$ cat config.mk
export PLATFORM = sky130hd
export DESIGN_NAME = vram_bus_arbiter
export DESIGN_NICKNAME = d
export VERILOG_FILES = /design/src/rtl/vram_bus_arbiter.sv
export SDC_FILE = /design/constraint.sdc
export NUM_CORES = 1
export LEC_CHECK = 0
export ABC_AREA = 1
export CAP_MARGIN = 20
export CORE_ASPECT_RATIO = 1.25
export CORE_MARGIN = 3
export CORE_UTILIZATION = 41
export CTS_BUF_LIST = sky130_fd_sc_hd__clkbuf_4 sky130_fd_sc_hd__clkbuf_8
export CTS_CLUSTER_SIZE = 28
export DETAILED_ROUTE_END_ITERATION = 8
export GPL_ROUTABILITY_DRIVEN = 0
export PLACE_DENSITY = 0.88
export SLEW_MARGIN = 30
export SYNTH_ARGS = -nofsm -noshare
export SYNTH_HDL_FRONTEND = slang
export SYNTH_SLANG_ARGS = --single-unit
export TNS_END_PERCENT = 10
$ cat constraint.sdc
create_clock -name clk -period 2.6 [get_ports clk]
set_input_delay 0.26 -clock clk [delete_from_list [all_inputs] [get_ports clk]]
set_output_delay 0.26 -clock clk [all_outputs]
set_load 0.01 [all_outputs]
$ cat src/rtl/vram_bus_arbiter.sv
// ---------------------------------------------------------------------------
// vram_bus_arbiter
//
// Bus-grant responder for the CRTC row-fetch DMA. A CRTC bus request is
// turned into a Z80 BUSRQ. Once the CPU answers with BUSAK, the CRTC is
// acknowledged and the RAM address port is steered to the DMA address.
// Outside a grant, CPU memory cycles pass straight through to RAM.
//
// Parameters:
//   REL_HOLD  cycles BUSRQ stays asserted after the DMA request drops (>= 1)
//   TIMEOUT   cycles to wait for BUSAK before abandoning a request (>= 1,
//             fits the 12-bit wait counter)
//
// Ports:
//   clk, reset     system clock, synchronous active-high reset
//   dma_req        CRTC busreq
//   dma_adr        CRTC ram_adr (17 bits)
//   dma_ack        CRTC busack (registered)
//   dma_data       CRTC ram_data, straight from mem_dout
//   cpu_busrq_n    Z80 BUSRQ, active-low (registered)
//   cpu_busak_n    Z80 BUSAK, active-low
//   cpu_adr        CPU address including bank bit 16
//   cpu_mreq_n     CPU memory request strobe, active-low
//   cpu_wr_n       CPU write strobe, active-low
//   cpu_dout       CPU write data
//   cpu_din        RAM read data to CPU, straight from mem_dout
//   mem_adr        RAM address
//   mem_din        RAM write data
//   mem_we         RAM write enable, never asserted during a grant
//   mem_dout       RAM read data (one-cycle synchronous latency)
//   timeout_flag   sticky: a request was abandoned for lack of BUSAK
//   proto_err      sticky: BUSAK was released during a grant
//   grant_cnt      completed grants, wraps 255 -> 0
// ---------------------------------------------------------------------------
// state | meaning
// IDLE  | bus belongs to the CPU, BUSRQ released
// REQ   | BUSRQ asserted, waiting for BUSAK (bounded by TIMEOUT)
// GRANT | CPU off the bus, RAM address steered to the DMA
// HOLD  | DMA done, BUSRQ kept asserted REL_HOLD cycles before release
// ---------------------------------------------------------------------------
module vram_bus_arbiter #(
   parameter int REL_HOLD = 2,
   parameter int TIMEOUT  = 4095
) (
   input  logic        clk,
   input  logic        reset,
   input  logic        dma_req,
   input  logic [16:0] dma_adr,
   output logic        dma_ack,
   output logic [7:0]  dma_data,
   output logic        cpu_busrq_n,
   input  logic        cpu_busak_n,
   input  logic [16:0] cpu_adr,
   input  logic        cpu_mreq_n,
   input  logic        cpu_wr_n,
   input  logic [7:0]  cpu_dout,
   output logic [7:0]  cpu_din,
   output logic [16:0] mem_adr,
   output logic [7:0]  mem_din,
   output logic        mem_we,
   input  logic [7:0]  mem_dout,
   output logic        timeout_flag,
   output logic        proto_err,
   output logic [7:0]  grant_cnt
);

   localparam logic [1:0] ST_IDLE  = 2'd0;
   localparam logic [1:0] ST_REQ   = 2'd1;
   localparam logic [1:0] ST_GRANT = 2'd2;
   localparam logic [1:0] ST_HOLD  = 2'd3;

   // Terminal counts: the counter starts at 0 on state entry, so the exit
   // edge is the one at which it already holds N-1.
   localparam logic [11:0] TIMEOUT_TC = 12'(TIMEOUT - 1);
   localparam logic [11:0] HOLD_TC    = 12'(REL_HOLD - 1);

   logic [1:0]  state;
   logic [1:0]  state_nxt;
   logic [11:0] tmr_cnt;
   logic [11:0] tmr_nxt;
   logic        timeout_set;
   logic        proto_set;
   logic        grant_done;

   // -----------------------------------------------------------------------
   // Next-state logic. The one counter serves as the BUSAK wait timer in
   // REQ and as the release timer in HOLD; it is zero on entry to both.
   // -----------------------------------------------------------------------
   always_comb begin
      state_nxt   = state;
      tmr_nxt     = tmr_cnt;
      timeout_set = 1'b0;
      proto_set   = 1'b0;
      grant_done  = 1'b0;
      case (state)
         ST_IDLE: begin
            tmr_nxt = 12'd0;
            if (dma_req) begin
               state_nxt = ST_REQ;
            end
         end
         ST_REQ: begin
            // Priority: request withdrawn, then BUSAK (grant beats a
            // coincident timeout), then the timeout itself.
            if (!dma_req) begin
               state_nxt = ST_IDLE;
               tmr_nxt   = 12'd0;
            end else if (!cpu_busak_n) begin
               state_nxt = ST_GRANT;
               tmr_nxt   = 12'd0;
            end else if (tmr_cnt == TIMEOUT_TC) begin
               state_nxt   = ST_IDLE;
               tmr_nxt     = 12'd0;
               timeout_set = 1'b1;
            end else begin
               tmr_nxt = tmr_cnt + 12'd1;
            end
         end
         ST_GRANT: begin
            // Losing BUSAK is checked first so a coincident request drop
            // is reported as a protocol error and not counted.
            if (cpu_busak_n) begin
               state_nxt = ST_IDLE;
               proto_set = 1'b1;
            end else if (!dma_req) begin
               state_nxt  = ST_HOLD;
               tmr_nxt    = 12'd0;
               grant_done = 1'b1;
            end
         end
         ST_HOLD: begin
            if (tmr_cnt == HOLD_TC) begin
               state_nxt = ST_IDLE;
               tmr_nxt   = 12'd0;
            end else begin
               tmr_nxt = tmr_cnt + 12'd1;
            end
         end
         default: begin
            state_nxt = ST_IDLE;
            tmr_nxt   = 12'd0;
         end
      endcase
   end

   // -----------------------------------------------------------------------
   // State, handshake outputs and status. dma_ack and cpu_busrq_n are
   // decoded from the next state so they are clean flops aligned with it.
   // -----------------------------------------------------------------------
   always_ff @(posedge clk) begin
      if (reset) begin
         state        <= ST_IDLE;
         tmr_cnt      <= 12'd0;
         dma_ack      <= 1'b0;
         cpu_busrq_n  <= 1'b1;
         timeout_flag <= 1'b0;
         proto_err    <= 1'b0;
         grant_cnt    <= 8'd0;
      end else begin
         state       <= state_nxt;
         tmr_cnt     <= tmr_nxt;
         dma_ack     <= (state_nxt == ST_GRANT);
         cpu_busrq_n <= (state_nxt == ST_IDLE);
         if (timeout_set) begin
            timeout_flag <= 1'b1;
         end
         if (proto_set) begin
            proto_err <= 1'b1;
         end
         if (grant_done) begin
            grant_cnt <= grant_cnt + 8'd1;
         end
      end
   end

   // -----------------------------------------------------------------------
   // RAM port steering. Follows the registered state: during GRANT the DMA
   // owns the address and CPU write strobes are dropped.
   // -----------------------------------------------------------------------
   logic in_grant;
   assign in_grant = (state == ST_GRANT);

   always_comb begin
      mem_adr = cpu_adr;
      mem_we  = ~cpu_mreq_n & ~cpu_wr_n;
      if (in_grant) begin
         mem_adr = dma_adr;
         mem_we  = 1'b0;
      end
   end

   assign mem_din  = cpu_dout;

   // Both consumers see every read; each qualifies by its own bus phase.
   assign dma_data = mem_dout;
   assign cpu_din  = mem_dout;

endmodule
# ---- Word-level counts from Yosys, hierarchy flattened
# Index checks and enable logic that the tools add are counted.
dict set report word_totals {
  word_cells 49
  output_inout_bits 54
  in_bits 56
  reg_bits 26
}
dict set report classes {
  bitwise_logic 3
  addsub 2
  n_mux 26
  n_eq_ne 8
  reduce_logical 3
}
# cell count
set op_table {}
lappend op_table {{12-bit two-way mux} 6}
lappend op_table {{12-bit case mux with 4 select lines} 1}
lappend op_table {{17-bit two-way mux} 1}
lappend op_table {{2-bit two-way mux} 7}
lappend op_table {{12-bit by 1-bit adder with 12-bit output, second input constant} 1}
lappend op_table {{12-bit by 1-bit == test with 1-bit output, second input constant} 1}
lappend op_table {{12-bit == test, second input constant} 1}
lappend op_table {{1-bit two-way mux} 10}
lappend op_table {{8-bit by 1-bit adder with 8-bit output, second input constant} 1}
lappend op_table {{2-bit case mux with 4 select lines} 1}
lappend op_table {{2-bit == test, second input constant} 3}
lappend op_table {{2-bit logical NOT} 2}
lappend op_table {{2-bit != test, second input constant} 2}
lappend op_table {{2-bit by 1-bit == test with 1-bit output, second input constant} 1}
lappend op_table {{1-bit inverter} 2}
lappend op_table {{2-bit AND reduction} 1}
lappend op_table {{1-bit bitwise AND} 1}

# ---- Logic depth before layout (Yosys ltp)
dict set report depth {
  ltp_word 6
  mapped_depth 10
  mapped_depth_nobuf 10
}

# ---- Worst setup path after synthesis
# No wires, ideal clock.
dict set report synth_timing {
  kind {flip-flop to output port}
  from {reg state[0]}
  to {out mem_adr[10]}
  stages_incl_launch_ff 7
  arrival_ps 1021
  path_slack_ps 1319
  required_time_ps 2340
  path_buffers 2
  path_cell_list {dfxtp_1 inv_2 nand2_4 buf_2 buf_2 nand2_1 nand2_1}
}
dict set report synth_between {
  elab_chain_cells 2
}
# item line
set synth_lines {}
lappend synth_lines {{from (decl)} 77} ;# logic [1:0] state;
lappend synth_lines {{from (signal assigned)} 160} ;# state <= state_nxt;
lappend synth_lines {{2-bit == test} 181} ;# assign in_grant = (state == ST_GRANT);
lappend synth_lines {{17-bit two-way mux} 186} ;# if (in_grant) begin
lappend synth_lines {{to (decl)} 58} ;# output logic [16:0] mem_adr,
# No other way between the ends.

# ---- Final worst setup path
dict set report layout_timing {
  from {reg state[1]}
  to {out mem_adr[5]}
}
# The elaborated chain is that of the path after synthesis.

==> impl_metrics.toml <==
[outcome]
outcome = "finished clean"

[layout]
antenna_cells_inserted = 0
register_area_sq_um = 520
p_r_area_growth_vs_syn_pct = 35.6
mostFrequentLayoutCell = "nand2_1"
n_fill_cell = 372
nets = 365
multiInputGateArea_sq_um = 943
final_util_pct = 58.0
layout_common_cells = "84 x nand2_1, 69 x clkdlybuf4s50_1, 26 x dfxtp_1, 25 x nor2_1, 21 x inv_1"
post_route_cells_drive_above_1_share_pct = 9.54

[critical_path]
critical_path_buf_inv_count = 2
critical_path_class = "flip-flop to output pin"
endpoint_kind = "output pin"
worst_path_largest_cell_delay_ns = 0.56
cp_slowest_cell = "clkdlybuf4s50_1"
worst_path_most_repeated_cell = "nand2_1"
critPathTopFamily = "buffers and inverters"
worstPathCellList = "nand2_4 -> inv_4 -> nand2_1 -> nand2_1 -> clkdlybuf4s50_1"
setup.worst_path.start_class = "flip-flop"
worst_ep_required_time_ns = 2.34
cp_max_fo = 21
critPathArrivalTime_ns = 1.91

[clocking]
cts.hold.buffers_added = 0
clk_latency_ns = 0.27
cts.reportedPaths.clkPinSlew_ns = 0.09
numClockSinks = 26
number_of_cts_inserted_buffers = 3
ctsHtreeMaxLevel = 1
number_of_gates_resized_after_cts = 0
root_buffer = "clkbuf_8"
post_cts_buffers = 0
tritoncts_clock_tree = "built"
cts.path.max_buffers = 2

[place]
port_buffers = 69
place.detailed.hpwl_mm = 4.15

[sta]
worstMarginPinSlew_ns = 0.327
hold_violations = 0
setup-tns-final_ns = 0
fin_skew_ns = 0.00764
relSlewSlack_pct = 78.1
timing.final.crit_share_pct = 83.5
final_worst_path_period_need_ns = 2.17
max_freq_mhz = 461
hold_slack_final_ns = 0.487
grt_setup_unrepaired = "no"
timing.final.max_slew_violations = 0
setup-violations-final = 0

[yosys]
synth_area_sq_mm = 0.00177
synthesis.instances = 260
yosys_warnings = 0
synth.lib_cells_used.distinct = 33
synth_top_area_share_pct = 29.5
ys_ff_latch = 26
synthTopCellsByArea = "dfxtp_1 29%, nand2_1 18%, buf_4 10%, nor2_1 5.3%, inv_1 4.5%"
syn-num-nets = 320
synthesis.area_per_instance_sq_um = 6.79
ys_seq_area_share_pct = 29.5
netlist.top_cell.by_area = "dfxtp_1"

[floorplan]
rows = 26
x_dimension_of_the_die_um = 64.7
die-area_sq_mm = 0.00514
floorplan.io_pins = 110
fp.dieH_um = 79.4
initial_cell_density_of_the_core_pct = 42.8
placeable_core_region_sq_mm = 0.00413

[route]
drt_iter0_markers = 54
ant_nets = 0
drc = 0
drtPass1Iterations = 4
post_drt_via_cell_ratio = 4.83
vias = 1737
routed_wire_length_per_instance_um = 13.7
total_routed_length_mm = 4.93

[global_routing]
first_global_vias = 1771
global_route.usage.total_pct = 19.7
largest_net_degree_at_the_start_of_global_routing = 22
grt_antenna_before_repair = 0
grt_first_pass_wirelength_mm = 7.96
grt_overflow_total = 0

[power]
p_leak_nw = 1.03
power_dens_cells_mw_per_mm2 = 382
peakVddDrop_uv = 292

[min_path]
worstHoldPathType = "flip-flop to flip-flop"

[job]
maxCapViolations = 0
## per-layer routing
metal	track usage (%)	vias to the layer above	wire, um
met2	34.3	84	2330
met4	8.46	0	127
met3	8.87	14	659
met1	20.1	762	1810
li1	-	877	-
met5	0	-	0
## registers in the layout (all words and copies together), names as in the netlist
register      cells
grant_cnt         8
timeout_flag      1
state             2
tmr_cnt          12
cpu_busrq_n       1
proto_err         1
dma_ack           1
## logic make-up after synthesis
kind of cell / Yosys count / share of synthesized area [%]
and+or+nand+nor: 148 / 41.0
buffers and inverters: 54 / 17.1
DFF: 26 / 29.5
AOI/OAI and AO/OA: 22 / 6.59
xor gates and xnor gates: 6 / 2.97
adders and majority gates: 4 / 2.83
## synthesized netlist by cell type, drive strengths merged
library cell and number:
nand2 90, nor2 33, buf 28, dfxtp 26, inv 24, nand3 14, a21oi 12, o21ai 7
nor3 5, ha 4, nand4 4, xor2 4, xnor2 2, a31oi 1, clkbuf 1, clkinv 1
nor3b 1, o21a 1, o21bai 1, or2 1
## final timing paths
path / start / slack [ns] / depth (start not counted) / to
setup / recovery: state[1] / 0.43 / 5 / mem_adr[5]
hold / removal: proto_err / 0.49 / 1 / proto_err
setup reg to reg: state[0] / 1.12 / 8 / tmr_cnt[6]
hold reg to reg: proto_err / 0.49 / 1 / proto_err
## stage by stage
step,power (mW),std cells,setup WS (ns),area (sq um)
4_1_cts,0.924,360,0.429,2390
6_report,0.915,360,0.429,2390
2_1_floorplan,0.518,260,1.32,1770
3_5_place_dp,0.595,356,0.739,2320
5_1_grt,0.956,360,0.297,2390
3_3_place_gp,0.593,356,0.775,2320
## layout make-up
class / instances / area share [%]
clock inverters: 1 / 1.25
well taps: 56 / 2.93
flip-flops and latches: 26 / 21.7
multi-input cells: 180 / 39.4
inverters: 25 / 4.13
clock buffers: 3 / 1.72
repair buffers: 69 / 28.8
## report_power, final
part	internal, mW	switching (mW)	total [mW]
sequential	0.403	0.00357	0.406
combinational	0.105	0.0731	0.179
clock	0.206	0.125	0.331
Power figures use the tool's default switching activity.
